===== src/rtl/multicycle_controller.sv =====
// Multicycle control FSM: fetch handshake, program counter, decode and EXEC/WB control sequencing.
// Optional retired-instruction counter enabled by defining MULTICYCLE_CTRL_RETIRE_CNT_EN.
module multicycle_controller #(
  parameter logic [15:0] RESET_PC      = 16'h0000,
  parameter logic [15:0] PC_STEP       = 16'd1,
  parameter int unsigned FETCH_TIMEOUT = 15
) (
  input  logic        CLK,
  input  logic        reset,
  input  logic        run,
  input  logic        imem_ack,
  input  logic [3:0]  Op,
  input  logic        a_zero,
  input  logic [15:0] ALUOut,
  output logic        imem_req,
  output logic [15:0] PC,
  output logic        IRWrite,
  output logic [2:0]  ALUOp,
  output logic        ALUSrcA,
  output logic        ALUSrcB,
  output logic [1:0]  immShift,
  output logic [1:0]  numBits,
  output logic        writeEnable,
  output logic        busy,
  output logic        halted,
  output logic        fault
`ifdef MULTICYCLE_CTRL_RETIRE_CNT_EN
  ,
  output logic [15:0] retired
`endif
);

  localparam logic [2:0] S_IDLE   = 3'd0;
  localparam logic [2:0] S_FETCH  = 3'd1;
  localparam logic [2:0] S_DECODE = 3'd2;
  localparam logic [2:0] S_EXEC   = 3'd3;
  localparam logic [2:0] S_WB     = 3'd4;
  localparam logic [2:0] S_HALT   = 3'd5;
  localparam logic [2:0] S_FAULT  = 3'd6;

  localparam logic [3:0] OP_LUI  = 4'hC;
  localparam logic [3:0] OP_BRZ  = 4'hD;
  localparam logic [3:0] OP_NOP  = 4'hE;
  localparam logic [3:0] OP_HALT = 4'hF;

  // Last wait cycle allowed before the fetch is declared dead.
  localparam logic [7:0] TIMEOUT_LAST = 8'(FETCH_TIMEOUT - 1);

  logic [2:0] state;
  logic [2:0] state_next;
  logic [7:0] fetch_cnt;
  logic       fetch_expired;
  logic       branch_taken;

  assign fetch_expired = (fetch_cnt == TIMEOUT_LAST);
  assign branch_taken  = (state == S_WB) && (Op == OP_BRZ) && a_zero;

  always_comb begin
    // NOTE: every combinational output gets a default first so no path infers a latch.
    state_next = state;
    case (state)
      S_IDLE:   if (run) state_next = S_FETCH;
      S_FETCH: begin
        if (imem_ack)           state_next = S_DECODE;
        else if (fetch_expired) state_next = S_FAULT;
      end
      S_DECODE: begin
        if (Op == OP_NOP)       state_next = S_FETCH;
        else if (Op == OP_HALT) state_next = S_HALT;
        else                    state_next = S_EXEC;
      end
      S_EXEC:   state_next = S_WB;
      S_WB:     state_next = S_FETCH;
      S_HALT:   state_next = S_HALT;
      default:  state_next = S_FAULT;
    endcase
  end

  always_ff @(posedge CLK or negedge reset) begin
    if (!reset) begin
      state     <= S_IDLE;
      PC        <= RESET_PC;
      fetch_cnt <= 8'd0;
    end else begin
      // NOTE: sequential state uses non-blocking assignments so all registers update from pre-edge values.
      state <= state_next;
      if (state == S_FETCH && !imem_ack) fetch_cnt <= fetch_cnt + 8'd1;
      else                               fetch_cnt <= 8'd0;
      if (state == S_FETCH && imem_ack) PC <= PC + PC_STEP;
      else if (branch_taken)            PC <= ALUOut;
    end
  end

  // EXEC controls are held through WB so the register-file write sees a stable datapath.
  always_comb begin
    imem_req    = 1'b0;
    IRWrite     = 1'b0;
    ALUOp       = 3'd0;
    ALUSrcA     = 1'b0;
    ALUSrcB     = 1'b0;
    immShift    = 2'd0;
    numBits     = 2'd0;
    writeEnable = 1'b0;
    if (state == S_FETCH) begin
      imem_req = 1'b1;
      IRWrite  = imem_ack;
    end
    if (state == S_EXEC || state == S_WB) begin
      if (!Op[3]) begin
        ALUOp = Op[2:0];
      end else if (Op[3:2] == 2'b10) begin
        ALUOp   = {1'b0, Op[1:0]};
        ALUSrcB = 1'b1;
        numBits = 2'd1;
      end else if (Op == OP_LUI) begin
        ALUSrcB  = 1'b1;
        numBits  = 2'd2;
        immShift = 2'd2;
      end else if (Op == OP_BRZ) begin
        ALUSrcA = 1'b1;
        ALUSrcB = 1'b1;
        numBits = 2'd1;
      end
    end
    if (state == S_WB) writeEnable = (Op <= OP_LUI);
  end

  assign busy   = (state == S_FETCH) || (state == S_DECODE) || (state == S_EXEC) || (state == S_WB);
  assign halted = (state == S_HALT);
  assign fault  = (state == S_FAULT);

`ifdef MULTICYCLE_CTRL_RETIRE_CNT_EN
  // An instruction retires when WB completes or a NOP leaves DECODE.
  always_ff @(posedge CLK or negedge reset) begin
    if (!reset) begin
      retired <= 16'd0;
    end else if (state == S_WB || (state == S_DECODE && Op == OP_NOP)) begin
      retired <= retired + 16'd1;
    end
  end
`endif

endmodule


===== config.mk =====
export PLATFORM = sky130hd
export DESIGN_NAME = multicycle_controller
export DESIGN_NICKNAME = d
export VERILOG_FILES = /design/src/rtl/multicycle_controller.sv
export SDC_FILE = /design/constraint.sdc
export NUM_CORES = 1
export LEC_CHECK = 0
export ABC_AREA = 1
export CAP_MARGIN = 30
export CORE_MARGIN = 2
export CORE_UTILIZATION = 43
export DETAILED_ROUTE_END_ITERATION = 10
export GPL_TIMING_DRIVEN = 0
export PLACE_DENSITY = 0.85
export SKIP_LAST_GASP = 1
export SLEW_MARGIN = 20
export SYNTH_ARGS = -nofsm -noshare
export SYNTH_HDL_FRONTEND = slang
export SYNTH_SLANG_ARGS = --single-unit

===== constraint.sdc =====
create_clock -name CLK -period 1.4 [get_ports CLK]
set_input_delay 0.35 -clock CLK [delete_from_list [all_inputs] [get_ports CLK]]
set_output_delay 0.35 -clock CLK [all_outputs]
set_load 0.01 [all_outputs]

== Yosys cells after proc, flatten, opt, wreduce, memory -nomap -nowiden ==
Cells that the tools add are included.
Cells by class
  add/sub/neg operators: 2
  $mul: 0
  divide/modulo/power cells: 0
  $lt $le $gt $ge: 1
  eq/ne operators: 14
  shift-type cells: 0
  mux-type cells: 33
  bitwise logic cells: 0
  reduce and logical (&&, ||, !) cells: 12
Operators by type and width (count)
  2-to-1 mux 16 bit: 2
  2-to-1 mux 3 bit: 7
  2-to-1 mux 2 bit: 9
  one-hot mux 3 bit (6 select lines): 1
  adder 16 x 1 -> 16 bit, second input constant: 1
  equality test 4 bit, second input constant: 4
  2-to-1 mux 1 bit: 13
  equality test 3 bit, second input constant: 3
  adder 8 x 1 -> 8 bit, second input constant: 1
  equality test 8 x 4 -> 1 bit, second input constant: 1
  2-to-1 mux 8 bit: 1
  equality test 3 x 2 -> 1 bit, second input constant: 2
  <= comparator 4 bit, second input constant: 1
  logical AND 1 bit: 4
  logical OR 1 bit: 4
  equality test 3 x 1 -> 1 bit, second input constant: 1
  logical NOT 3 bit: 1
  inequality test 3 bit, second input constant: 1
  equality test 2 bit, second input constant: 1
  inequality test 2 bit, second input constant: 1
  AND reduction 2 bit: 1
  nonzero test 2 bit: 1
  logical NOT 1 bit: 1
Storage, ports and cells
  register bits: 27
  latch bits: 0
  bits in writable memories: 0
  bits in read-only memories: 0
  output and inout bits: 31
  logic and storage cells: 65
  memories: 0

== Longest topological paths before layout ==
  depth in word-level cells: 6
  gate-level depth with buffers: 10

== Worst setup path after synthesis ==
OpenSTA, ideal clock, no wires.
  path kind: reg-to-output
  from: register state[1]
  to: output numBits[1]
  arrival: 1.404 ns
  setup slack: -0.354 ns
  cell stages (with the launch flop): 9
  buffers on the path: 1
  cells stage by stage: dfrtp_1 -> inv_2 -> nand2_2 -> nor2_2 -> inv_1 -> nand2_1 -> inv_1 -> nor3_1 -> buf_4
Between the ends
  longest elaborated chain between the ends: 3
  elaborated cells between the ends (all ways): 4
  classes of those cells: eq/ne: 2; mux: 1; reduce/logical: 1
Ends and longest elaborated chain
  start: declaration: line 49  | logic [2:0] state;
  start signal: assignment: line 86  | state <= state_next;
  equality test 3 x 2 -> 1 bit / equality test 3 bit (equally long branches): line 108  | if (state == S_EXEC || state == S_WB) begin
  logical OR 1 bit *: line 108
  2-to-1 mux 2 bit *: line 108
  end: declaration: line 22  | output logic [1:0] numBits,
Every way passes the cells marked *; elsewhere a longest branch is shown, timed or not.

== Worst setup path after layout ==
  from: register state[1]
  to: output writeEnable
Between the ends
  longest elaborated chain between the ends: 2
Ends and longest elaborated chain
  equality test 3 bit: line 125  | if (state == S_WB) writeEnable = (Op <= OP_LUI);
  2-to-1 mux 1 bit: line 125
  end: declaration: line 23  | output logic writeEnable,
No other way between the ends.

==> metrics <==
P&R area growth vs syn=65.7%; CTS buffer count=3; total track usage=22.3%; Mapped Cells=288; synthesized flop and latch total=27; share of layout cells above drive strength 1=33.8%; Final HPWL DP=3.64 mm; Max transition margin=58.9%; adder and majority cell fraction of the synthesized area=1.93%; period utilisation layout=133%; Die Y-Extent=71.2 um; post-synthesis mux area share=0%; register area=684 um2; critical path arrival=1.51 ns; crit start category=flop; first-pass GRT wire length=9.09 mm; most common cell after layout, fill and taps aside=nand2_1; Rows=24; RSZ-0062 raised after global routing=yes; CP max FO=3; final WL=7.05 mm; compound-gate portion of the synthesized area=7.09%; DRC Markers=0; starting density of the core=44.6%; worst setup margin=-0.463 ns; worst-case clock buffer depth=2; pre-CTS setup slack=-0.903 ns; Die X=71.2 um; post-synthesis cell area=1940 um2; fin nets=426; CP max stage cell=dfrtp_1; Worst setup EP type=primary output; worst skew pair latency=0.28 ns; Max Clk Rate=537 MHz; area of the multi-input gates=1260 um2; clock tree sinks=27; post-route minimum period=1.86 ns; average size of a mapped cell=6.74 um2; commonest non-fill, non-tap cells in the layout=nand2_1 (89), buf_4 (41), inv_1 (28); Worst Skew=0.0106 ns; vias in the first global route=2074; kind of critical path=reg2out; Slew Viols, Final=0; post-layout util=73.9%; vias post-DR=2462; largest family of logic cells by synthesized area=simple AND/OR/NAND/NOR gates; Top-Level Pins=56; Syn Nets=316; Final setup violation count=39; final hold viol count=0; drt first-iter violations=264; Largest stage delay, worst path=0.42 ns; H-tree depth=1; Worst Max-Slew Pin Slew=0.616 ns; Synth Warn #=0; synth unique cells=34; Top FF cell, synth=dfrtp_1; maximum VDD drop=1.05 mV; TritonCTS clock tree=done; Pwr per Cell Area=1700 nW/um2; GRT overflow=0; Clock Root Buffer=clkbuf_8; DR WL/cell=15.7 um; fill cell count=277; crit-path cells=inv_2 > nand2_4 > nor2_4 > inv_2 > buf_4 > buf_4 > a21oi_2 > buf_2; n_diodes=0; # Max-Cap Violations=0; failing checks=setup timing; core area=4350 um2; port buffer count=54; DR pass1 iterations=5; Critical Path RT=1.05 ns; Post-Synth XOR/XNOR Area=1.35%; Post-synth EDFFs=0; Pleak=1.64 nW; outcome=finished with violations; largest net degree at the start of global routing=28; clock transition at the registers of the reported paths=0.11 ns; die area=5070 um2; Synth async-reset ratio=100%; Vias/cell=5.48; Post-Synth Simple-Gate Area=43.8%; hold crit path type=in2async; sequential fraction of the synthesis area=34.8%; Antenna Nets Post-Route=0; final RePlAce weighted congestion=0.870; initial antenna violation count=0
-- power by group --
part	internal, mW	switching [mW]
sequential	1.05	0.222
combinational	1.76	1.97
clock	0.200	0.266
-- layer usage --
layer  global-route usage (%)  wire length, um  up-vias
met4                     6.50              216        0
li1                         -                -     1130
met2                     38.5             3520      166
met3                     3.70              597       24
met1                     28.8             2710     1142
met5                        0                0        -
-- critical path: cells and delay by family, from the launching register on --
kind,cells,cell delay [ns]
AOI/OAI and AO/OA,1,0.09
and+or+nand+nor,2,0.17
DFF,1,0.42
buffers and inverters,5,0.56
-- synth_stat cells, types with 2 or more instances --
cell type	count	area (um2)
nand2_1	96	360
inv_1	37	139
dfrtp_1	27	676
nand3_1	27	135
nor2_1	27	101
o21ai_0	13	65.1
nor3_1	9	45.0
a21oi_1	7	35.0
nand4_1	6	37.5
nand2_2	4	25.0
ha_1	3	37.5
o211ai_1	3	22.5
or2_2	3	18.8
buf_4	2	15.0
inv_2	2	7.51
nand3b_1	2	15.0
o21bai_1	2	15.0
xnor2_1	2	17.5
-- layout make-up --
cell class                      count  share of cell area (%)
Clock buffer                        3                    1.28
Multi-Input combinational cell    215                    39.2
Timing Repair Buffer              105                    28.7
Sequential cell                    27                    21.3
Buffer                              5                    1.87
Inverter                           41                    5.48
Tap cell                           52                    2.02
Clock inverter                      1                   0.156
-- per-stage QoR --
stage          instance area (um2)  setup TNS [ns]  instances  hold WS (ns)  power (mW)
2_1_floorplan                 1960          -0.306        288        0.0544        2.70
3_3_place_gp                  2570          -28.82        394         0.480        3.63
3_5_place_dp                  2560          -18.20        394         0.393        3.70
4_1_cts                       2870           -6.48        431        0.0982        4.55
5_1_grt                       3220          -12.07        449         0.124        5.78
6_report                      3220           -9.72        449        0.0721        5.47
-- cell families after synthesis --
| kind of cell | after synthesis |
|---|---|
| DFF | 27 |
| other | 1 |
| AOI/OAI and AO/OA | 25 |
| buffers and inverters | 46 |
| and+or+nand+nor | 183 |
| adders and majority gates | 3 |
| xor gates and xnor gates | 3 |
-- worst paths after layout --
| path | startpoint | to | slack [ns] | depth (start not counted) |
|---|---|---|---|---|
| min reg2reg | fetch_cnt[0] | fetch_cnt[0] | 0.52 | 1 |
| min | reset | PC[12] | 0.07 | 1 |
| min in group CLK | fetch_cnt[0] | fetch_cnt[0] | 0.52 | 1 |
| max in group asynchronous | reset | state[2] | 0.89 | 1 |
| max reg2reg | state[1] | state[2] | -0.43 | 14 |
| max | state[1] | writeEnable | -0.46 | 8 |
-- state kept, by name (all words and copies together) (netlist names) --
signal / flops
fetch_cnt: 8
PC: 16
state: 3
-- repair_timing --
action,in CTS,in global routing
hold buffers,0,0
resized for setup,94,68
cloned,0,2
pin swaps,5,11
endpoints found under the setup margin,46,38
buffers inserted,33,18
(Power assumes the default switching activity.)
